[config.mk]
export PLATFORM = sky130hd
export DESIGN_NAME = fetch_decode_pipe_reg
export DESIGN_NICKNAME = d
export VERILOG_FILES = /design/src/rtl/fetch_decode_pipe_reg_pkg.sv /design/src/rtl/fetch_decode_pipe_reg_entry.sv /design/src/rtl/fetch_decode_pipe_reg.sv
export SDC_FILE = /design/constraint.sdc
export NUM_CORES = 1
export LEC_CHECK = 0
export ABC_AREA = 0
export BUFFER_PORTS_ARGS = -buffer_cell sky130_fd_sc_hd__buf_2
export CAP_MARGIN = 20
export CORE_MARGIN = 2
export CORE_UTILIZATION = 48
export CTS_CLUSTER_SIZE = 12
export DETAILED_ROUTE_END_ITERATION = 10
export PLACE_DENSITY = 0.76
export SETUP_SLACK_MARGIN = 0.5
export SYNTH_ARGS = -nofsm -noshare
export SYNTH_HDL_FRONTEND = slang
export SYNTH_SLANG_ARGS = --single-unit
[constraint.sdc]
create_clock -name clk -period 4.3 [get_ports clk]
set_input_delay 0 -clock clk [delete_from_list [all_inputs] [get_ports clk]]
set_output_delay 0 -clock clk [all_outputs]
set_load 0.03 [all_outputs]
[src/rtl/fetch_decode_pipe_reg_pkg.sv]
`default_nettype none
// ============================================================================
// Module : fetch_decode_pipe_reg_pkg
// Brief  : Shared pipeline-register state encoding and default NOP encoding.
// Rev    : 1.0
// ============================================================================
package fetch_decode_pipe_reg_pkg;

    typedef enum logic [1:0] {
        ST_EMPTY = 2'd0,
        ST_FULL  = 2'd1,
        ST_SKID  = 2'd2
    } pipe_state_t;

    // All-zero NOP, shared with the decode/execute latches.
    localparam logic [31:0] c_nop_default = 32'h0000_0000;

endpackage : fetch_decode_pipe_reg_pkg
`default_nettype wire

[src/rtl/fetch_decode_pipe_reg_entry.sv]
`default_nettype none
// ============================================================================
// Module : pipe_entry_reg
// Brief  : One pipeline entry: valid flag plus instruction/PC payload.
// Rev    : 1.0
// ============================================================================
module pipe_entry_reg #(
    parameter int INSTR_W = 32,
    parameter int PC_W    = 32
) (
    input  logic               clk,
    input  logic               reset,
    input  logic               i_load,
    input  logic               i_clear,
    input  logic [INSTR_W-1:0] i_instr,
    input  logic [PC_W-1:0]    i_pc,
    output logic               o_valid,
    output logic [INSTR_W-1:0] o_instr,
    output logic [PC_W-1:0]    o_pc
);

    logic               r_valid;
    logic [INSTR_W-1:0] r_instr;
    logic [PC_W-1:0]    r_pc;

    // Clear wins over load so a flush always empties the entry.
    always_ff @(posedge clk or posedge reset) begin
        if (reset) begin
            r_valid <= 1'b0;
        end else if (i_clear) begin
            r_valid <= 1'b0;
        end else if (i_load) begin
            r_valid <= 1'b1;
        end
    end

    always_ff @(posedge clk) begin
        if (i_load) begin
            r_instr <= i_instr;
            r_pc    <= i_pc;
        end
    end

    assign o_valid = r_valid;
    assign o_instr = r_instr;
    assign o_pc    = r_pc;

endmodule : pipe_entry_reg
`default_nettype wire

[src/rtl/fetch_decode_pipe_reg.sv]
`default_nettype none
// ============================================================================
// Module : fetch_decode_pipe_reg
// Brief  : Fetch->decode pipeline register with handshake, flush, bubble
//          forcing and optional 2-entry skid buffer.
// Rev    : 1.0
// ============================================================================
module fetch_decode_pipe_reg
    import fetch_decode_pipe_reg_pkg::*;
#(
    parameter int                 INSTR_W   = 32,
    parameter int                 PC_W      = 32,
    parameter logic [INSTR_W-1:0] NOP_INSTR = INSTR_W'(c_nop_default),
    parameter int                 SKID_EN   = 1
) (
    input  logic               clk,
    input  logic               reset,
    input  logic               flush,
    input  logic               in_valid,
    output logic               in_ready,
    input  logic [INSTR_W-1:0] in_instr,
    input  logic [PC_W-1:0]    in_pc,
    output logic               out_valid,
    input  logic               out_ready,
    output logic [INSTR_W-1:0] out_instr,
    output logic [PC_W-1:0]    out_pc,
    output logic [1:0]         occupancy
);

    pipe_state_t        r_state;
    pipe_state_t        w_state_next;
    logic               w_in_ready;
    logic               w_in_fire;
    logic               w_out_fire;
    logic               w_main_load;
    logic               w_main_clear;
    logic               w_main_sel_skid;
    logic               w_skid_load;
    logic               w_skid_clear;
    logic               w_main_valid;
    logic [INSTR_W-1:0] w_main_instr;
    logic [PC_W-1:0]    w_main_pc;
    logic               w_skid_valid;
    logic [INSTR_W-1:0] w_skid_instr;
    logic [PC_W-1:0]    w_skid_pc;

    assign w_in_fire  = in_valid & w_in_ready;
    assign w_out_fire = w_main_valid & out_ready;

    always_ff @(posedge clk or posedge reset) begin
        if (reset) begin
            r_state <= ST_EMPTY;
        end else begin
            r_state <= w_state_next;
        end
    end

    always_comb begin
        w_state_next    = r_state;
        w_main_load     = 1'b0;
        w_main_clear    = 1'b0;
        w_main_sel_skid = 1'b0;
        w_skid_load     = 1'b0;
        w_skid_clear    = 1'b0;
        case (r_state)
            ST_EMPTY: begin
                if (w_in_fire) begin
                    w_state_next = ST_FULL;
                    w_main_load  = 1'b1;
                end
            end
            ST_FULL: begin
                if (w_in_fire && w_out_fire) begin
                    w_main_load = 1'b1;
                end else if (w_in_fire) begin
                    // Without a skid entry in_ready already implies out_fire.
                    if (SKID_EN != 0) begin
                        w_state_next = ST_SKID;
                        w_skid_load  = 1'b1;
                    end else begin
                        w_main_load  = 1'b1;
                    end
                end else if (w_out_fire) begin
                    w_state_next = ST_EMPTY;
                    w_main_clear = 1'b1;
                end
            end
            ST_SKID: begin
                if (w_out_fire) begin
                    w_state_next    = ST_FULL;
                    w_main_load     = 1'b1;
                    w_main_sel_skid = 1'b1;
                    w_skid_clear    = 1'b1;
                end
            end
            default: begin
                w_state_next = ST_EMPTY;
                w_main_clear = 1'b1;
                w_skid_clear = 1'b1;
            end
        endcase
        if (flush) begin
            w_state_next = ST_EMPTY;
            w_main_load  = 1'b0;
            w_skid_load  = 1'b0;
            w_main_clear = 1'b1;
            w_skid_clear = 1'b1;
        end
    end

    pipe_entry_reg #(
        .INSTR_W (INSTR_W),
        .PC_W    (PC_W)
    ) u_main (
        .clk     (clk),
        .reset   (reset),
        .i_load  (w_main_load),
        .i_clear (w_main_clear),
        .i_instr (w_main_sel_skid ? w_skid_instr : in_instr),
        .i_pc    (w_main_sel_skid ? w_skid_pc    : in_pc),
        .o_valid (w_main_valid),
        .o_instr (w_main_instr),
        .o_pc    (w_main_pc)
    );

    generate
        if (SKID_EN != 0) begin : g_skid
            logic r_in_ready;

            pipe_entry_reg #(
                .INSTR_W (INSTR_W),
                .PC_W    (PC_W)
            ) u_skid (
                .clk     (clk),
                .reset   (reset),
                .i_load  (w_skid_load),
                .i_clear (w_skid_clear),
                .i_instr (in_instr),
                .i_pc    (in_pc),
                .o_valid (w_skid_valid),
                .o_instr (w_skid_instr),
                .o_pc    (w_skid_pc)
            );

            // Registered copy of (state != SKID) keeps out_ready off the in_ready path.
            always_ff @(posedge clk or posedge reset) begin
                if (reset) begin
                    r_in_ready <= 1'b1;
                end else begin
                    r_in_ready <= (w_state_next != ST_SKID);
                end
            end

            assign w_in_ready = r_in_ready;
        end else begin : g_no_skid
            logic w_unused_skid;

            assign w_unused_skid = w_skid_load ^ w_skid_clear;
            assign w_skid_valid  = 1'b0;
            assign w_skid_instr  = '0;
            assign w_skid_pc     = '0;
            assign w_in_ready    = out_ready | ~w_main_valid;
        end
    endgenerate

    assign in_ready  = w_in_ready;
    assign out_valid = w_main_valid;
    assign out_instr = w_main_valid ? w_main_instr : NOP_INSTR;
    assign out_pc    = w_main_valid ? w_main_pc    : '0;
    assign occupancy = {1'b0, w_main_valid} + {1'b0, w_skid_valid};

endmodule : fetch_decode_pipe_reg
`default_nettype wire

==> impl_metrics.toml <==
[worst_hold_path]
hold_class = "input pin to async pin"

[critical_path]
required_ns = 4.38
crit_start = "in_ready$_DFF_PP1_"
cp.arrival_ns = 2.34
rr_startpoint = "in_ready$_DFF_PP1_"
critPathLaunchType = "register"
crit_fanout = 40
crit_type = "register to register"
cp-end-kind = "register"

[drt]
dr.pass1.iters = 4
first_iter_violations = 90
vias_per_cell = 4.770
drt-wirelength-per-cell_um = 15.28
drtAntennaViolNets = 0
wl_um = 10280
drcViolationCount = 0
num_vias = 3210

[sta]
period_minus_slack_ns = 2.265
fmax_ghz = 0.4415
setup-tns-final_ns = 0
rsz0062_at_grt = "false"
setup_viol = 0
report.final.slew_viol_count = 0
finalHoldViolCount = 0
slew_headroom_pct = 46.86
fin_crit_sh_pct = 52.67
worst_pin_slew_ns = 0.7952
clock_skew_ns = 0.008837

[yosys]
synth_cell_types = 28
async_flop_share_pct = 3.759
synth_area_leaders = "edfxtp_1, mux2_4, and2_1, mux2_2, dfrtp_1"
syn_area_per_cell_um2 = 18.31
synth.top_cell.area_share_pct = 69.27
synth_common_cells = "edfxtp_1, and2_1, mux2_4, mux2_2, clkbuf_1"
yosys.area.top_type = "edfxtp_1"
syn_nets = 373
synth-edff-count = 128
ys_ff_latch = 133
synth_most_common_cell = "edfxtp_1"
ys.flop_type = "edfxtp_1"
synth_seq_area_share_pct = 71.54
yosys_warnings = 0
synth_area_mm2 = 0.005549
synthCells = 303

[cells_and_area]
drive_gt1_share_pct = 44.15
finalNetCount = 587
final_util_pct = 66.97
antenna_cells = 0
area_growth_syn_to_layout_pct = 37.23

[power]
cellPowerDensity_mw_per_mm2 = 435.8
p_leak_nw = 3.216
ir_drop_mv = 0.2370
total_power_mw = 3.319

[grt]
grt-ovfl-total = 0
antenna_found_initial = 0
track_usage_pct = 17.32
grt_pass1_vias = 3421
grt_max_degree = 75
grt_pass1_wl_um = 16620

[clocking]
cts.path.max_buffers = 2
insertion_delay_ns = 0.40
clkTransAtPathRegs_ns = 0.05
htree_levels = 4
cts_buffers = 17
cts_tree = "yes"
post-cts-setup-buffer-count = 0
clockRootBuffer = "clkbuf_16"
post_cts_resized = 0
clkSinkCount = 133

[place]
dp_hpwl_um = 6090
place_congestion = 0.7231
portBuffers = 136

[floorplan]
die_w_um = 111.5
initial_core_util_pct = 48.81
fp.dieArea_mm2 = 0.01244
pin_count = 137
core_mm2 = 0.01137
dieHeight_um = 111.5
row_count = 39

[outcome]
status = "finished clean"

[flow_run]
maxCapViolCount = 0
-- repair_timing --
item	CTS	global route
hold buffers	69	0
setup endpoints to repair	0	0
endpoints found under the hold margin	138	0
-- logic make-up (layout without fill, tap and decap cells) --
kind of cell	count (synthesis)	after routing	synth area share, %
flops	133	133	71.54
simple gates	73	73	8.162
mux	65	65	16.48
buf+inv	19	246	2.074
compound gates	12	12	1.511
fa+ha+maj	1	1	0.2254
-- flip-flops by register name, summed over array words and instances, names as in the netlist --
signal / flops
g_skid.u_skid.o_instr: 32
g_skid.u_skid.o_pc: 32
g_skid.u_skid.o_valid: 1
in_ready: 1
r_state: 2
u_main.o_instr: 32
u_main.o_pc: 32
u_main.o_valid: 1
-- routing by layer --
layer	wire [µm]	up-vias	part of all wire (%)	global-route usage, %
met5	0	-	0	0
met4	228	0	2.2	8.889
met3	479	21	4.7	4.682
met2	5092	102	50	28.21
met1	4483	1528	44	21.39
li1	-	1559	-	-
-- worst paths after layout --
check	to	cells past startpoint	slack [ns]
max in group asynchronous	in_ready$_DFF_PP1_	3	3.99
max reg2reg	g_skid.u_skid.o_instr[1]$_DFFE_PP_	4	2.04
max	g_skid.u_skid.o_instr[1]$_DFFE_PP_	4	2.04
min	r_state[0]$_DFF_PP0_	3	0.05
min in group clk	g_skid.u_skid.o_instr[30]$_DFFE_PP_	2	0.32
min reg2reg	u_main.o_pc[21]$_DFFE_PP_	1	0.55
-- per-stage QoR --
stage / setup WS (ns) / instances / cell area [µm²] / hold WS (ns)
4_1_cts: 1.574 / 671 / 7575 / 0.04907
2_1_floorplan: 0.6580 / 303 / 5555 / -0.2222
3_5_place_dp: 1.594 / 570 / 6367 / -0.07721
6_report: 2.035 / 673 / 7615 / 0.05464
3_3_place_gp: 1.646 / 570 / 6367 / -0.09508
5_1_grt: 1.864 / 673 / 7615 / 0.07684
-- cell type report --
| class | count | area, µm² |
|---|---|---|
| inverters | 3 | 11.26 |
| clock buffers | 26 | 459.2 |
| fillers | 786 | 3755 |
| repair buffers | 211 | 1454 |
| clock inverters | 6 | 57.56 |
| multi-input cells | 151 | 1483 |
| well taps | 143 | 178.9 |
| flip-flops and latches | 133 | 3971 |
-- report_power, final --
part | internal, mW | total, mW | switching (mW)
registers | 1.52 | 1.55 | 0.0302
clock network | 0.790 | 1.26 | 0.471
logic | 0.207 | 0.508 | 0.300
-- worst max-delay path, stage by stage, from the launching register on --
cell and delay [ns]:
dfstp_2 0.56, and3b_1 0.24, nand3_1 0.16, nor2_4 0.64, buf_12 0.33
-- cells in the final DEF (no fill, tap or decap), drive strengths merged --
master and instances:
edfxtp 128, clkbuf 26, mux2i 1, nand2 2, ha 1, dfrtp 4
and3b 1, o31a 1, o21ai 1, nand4 1, or4 1, dlygate4sd3 69
a211o 2, bufinv 1, and2 64, nor2 1, a211oi 1, mux2 64
nand3 2, buf 142, clkinv 4, dfstp 1, o21bai 1, nand4b 1
a21oi 5, clkinvlp 1, o211ai 1, inv 3
Note: power is estimated with default switching activity, not from simulation.
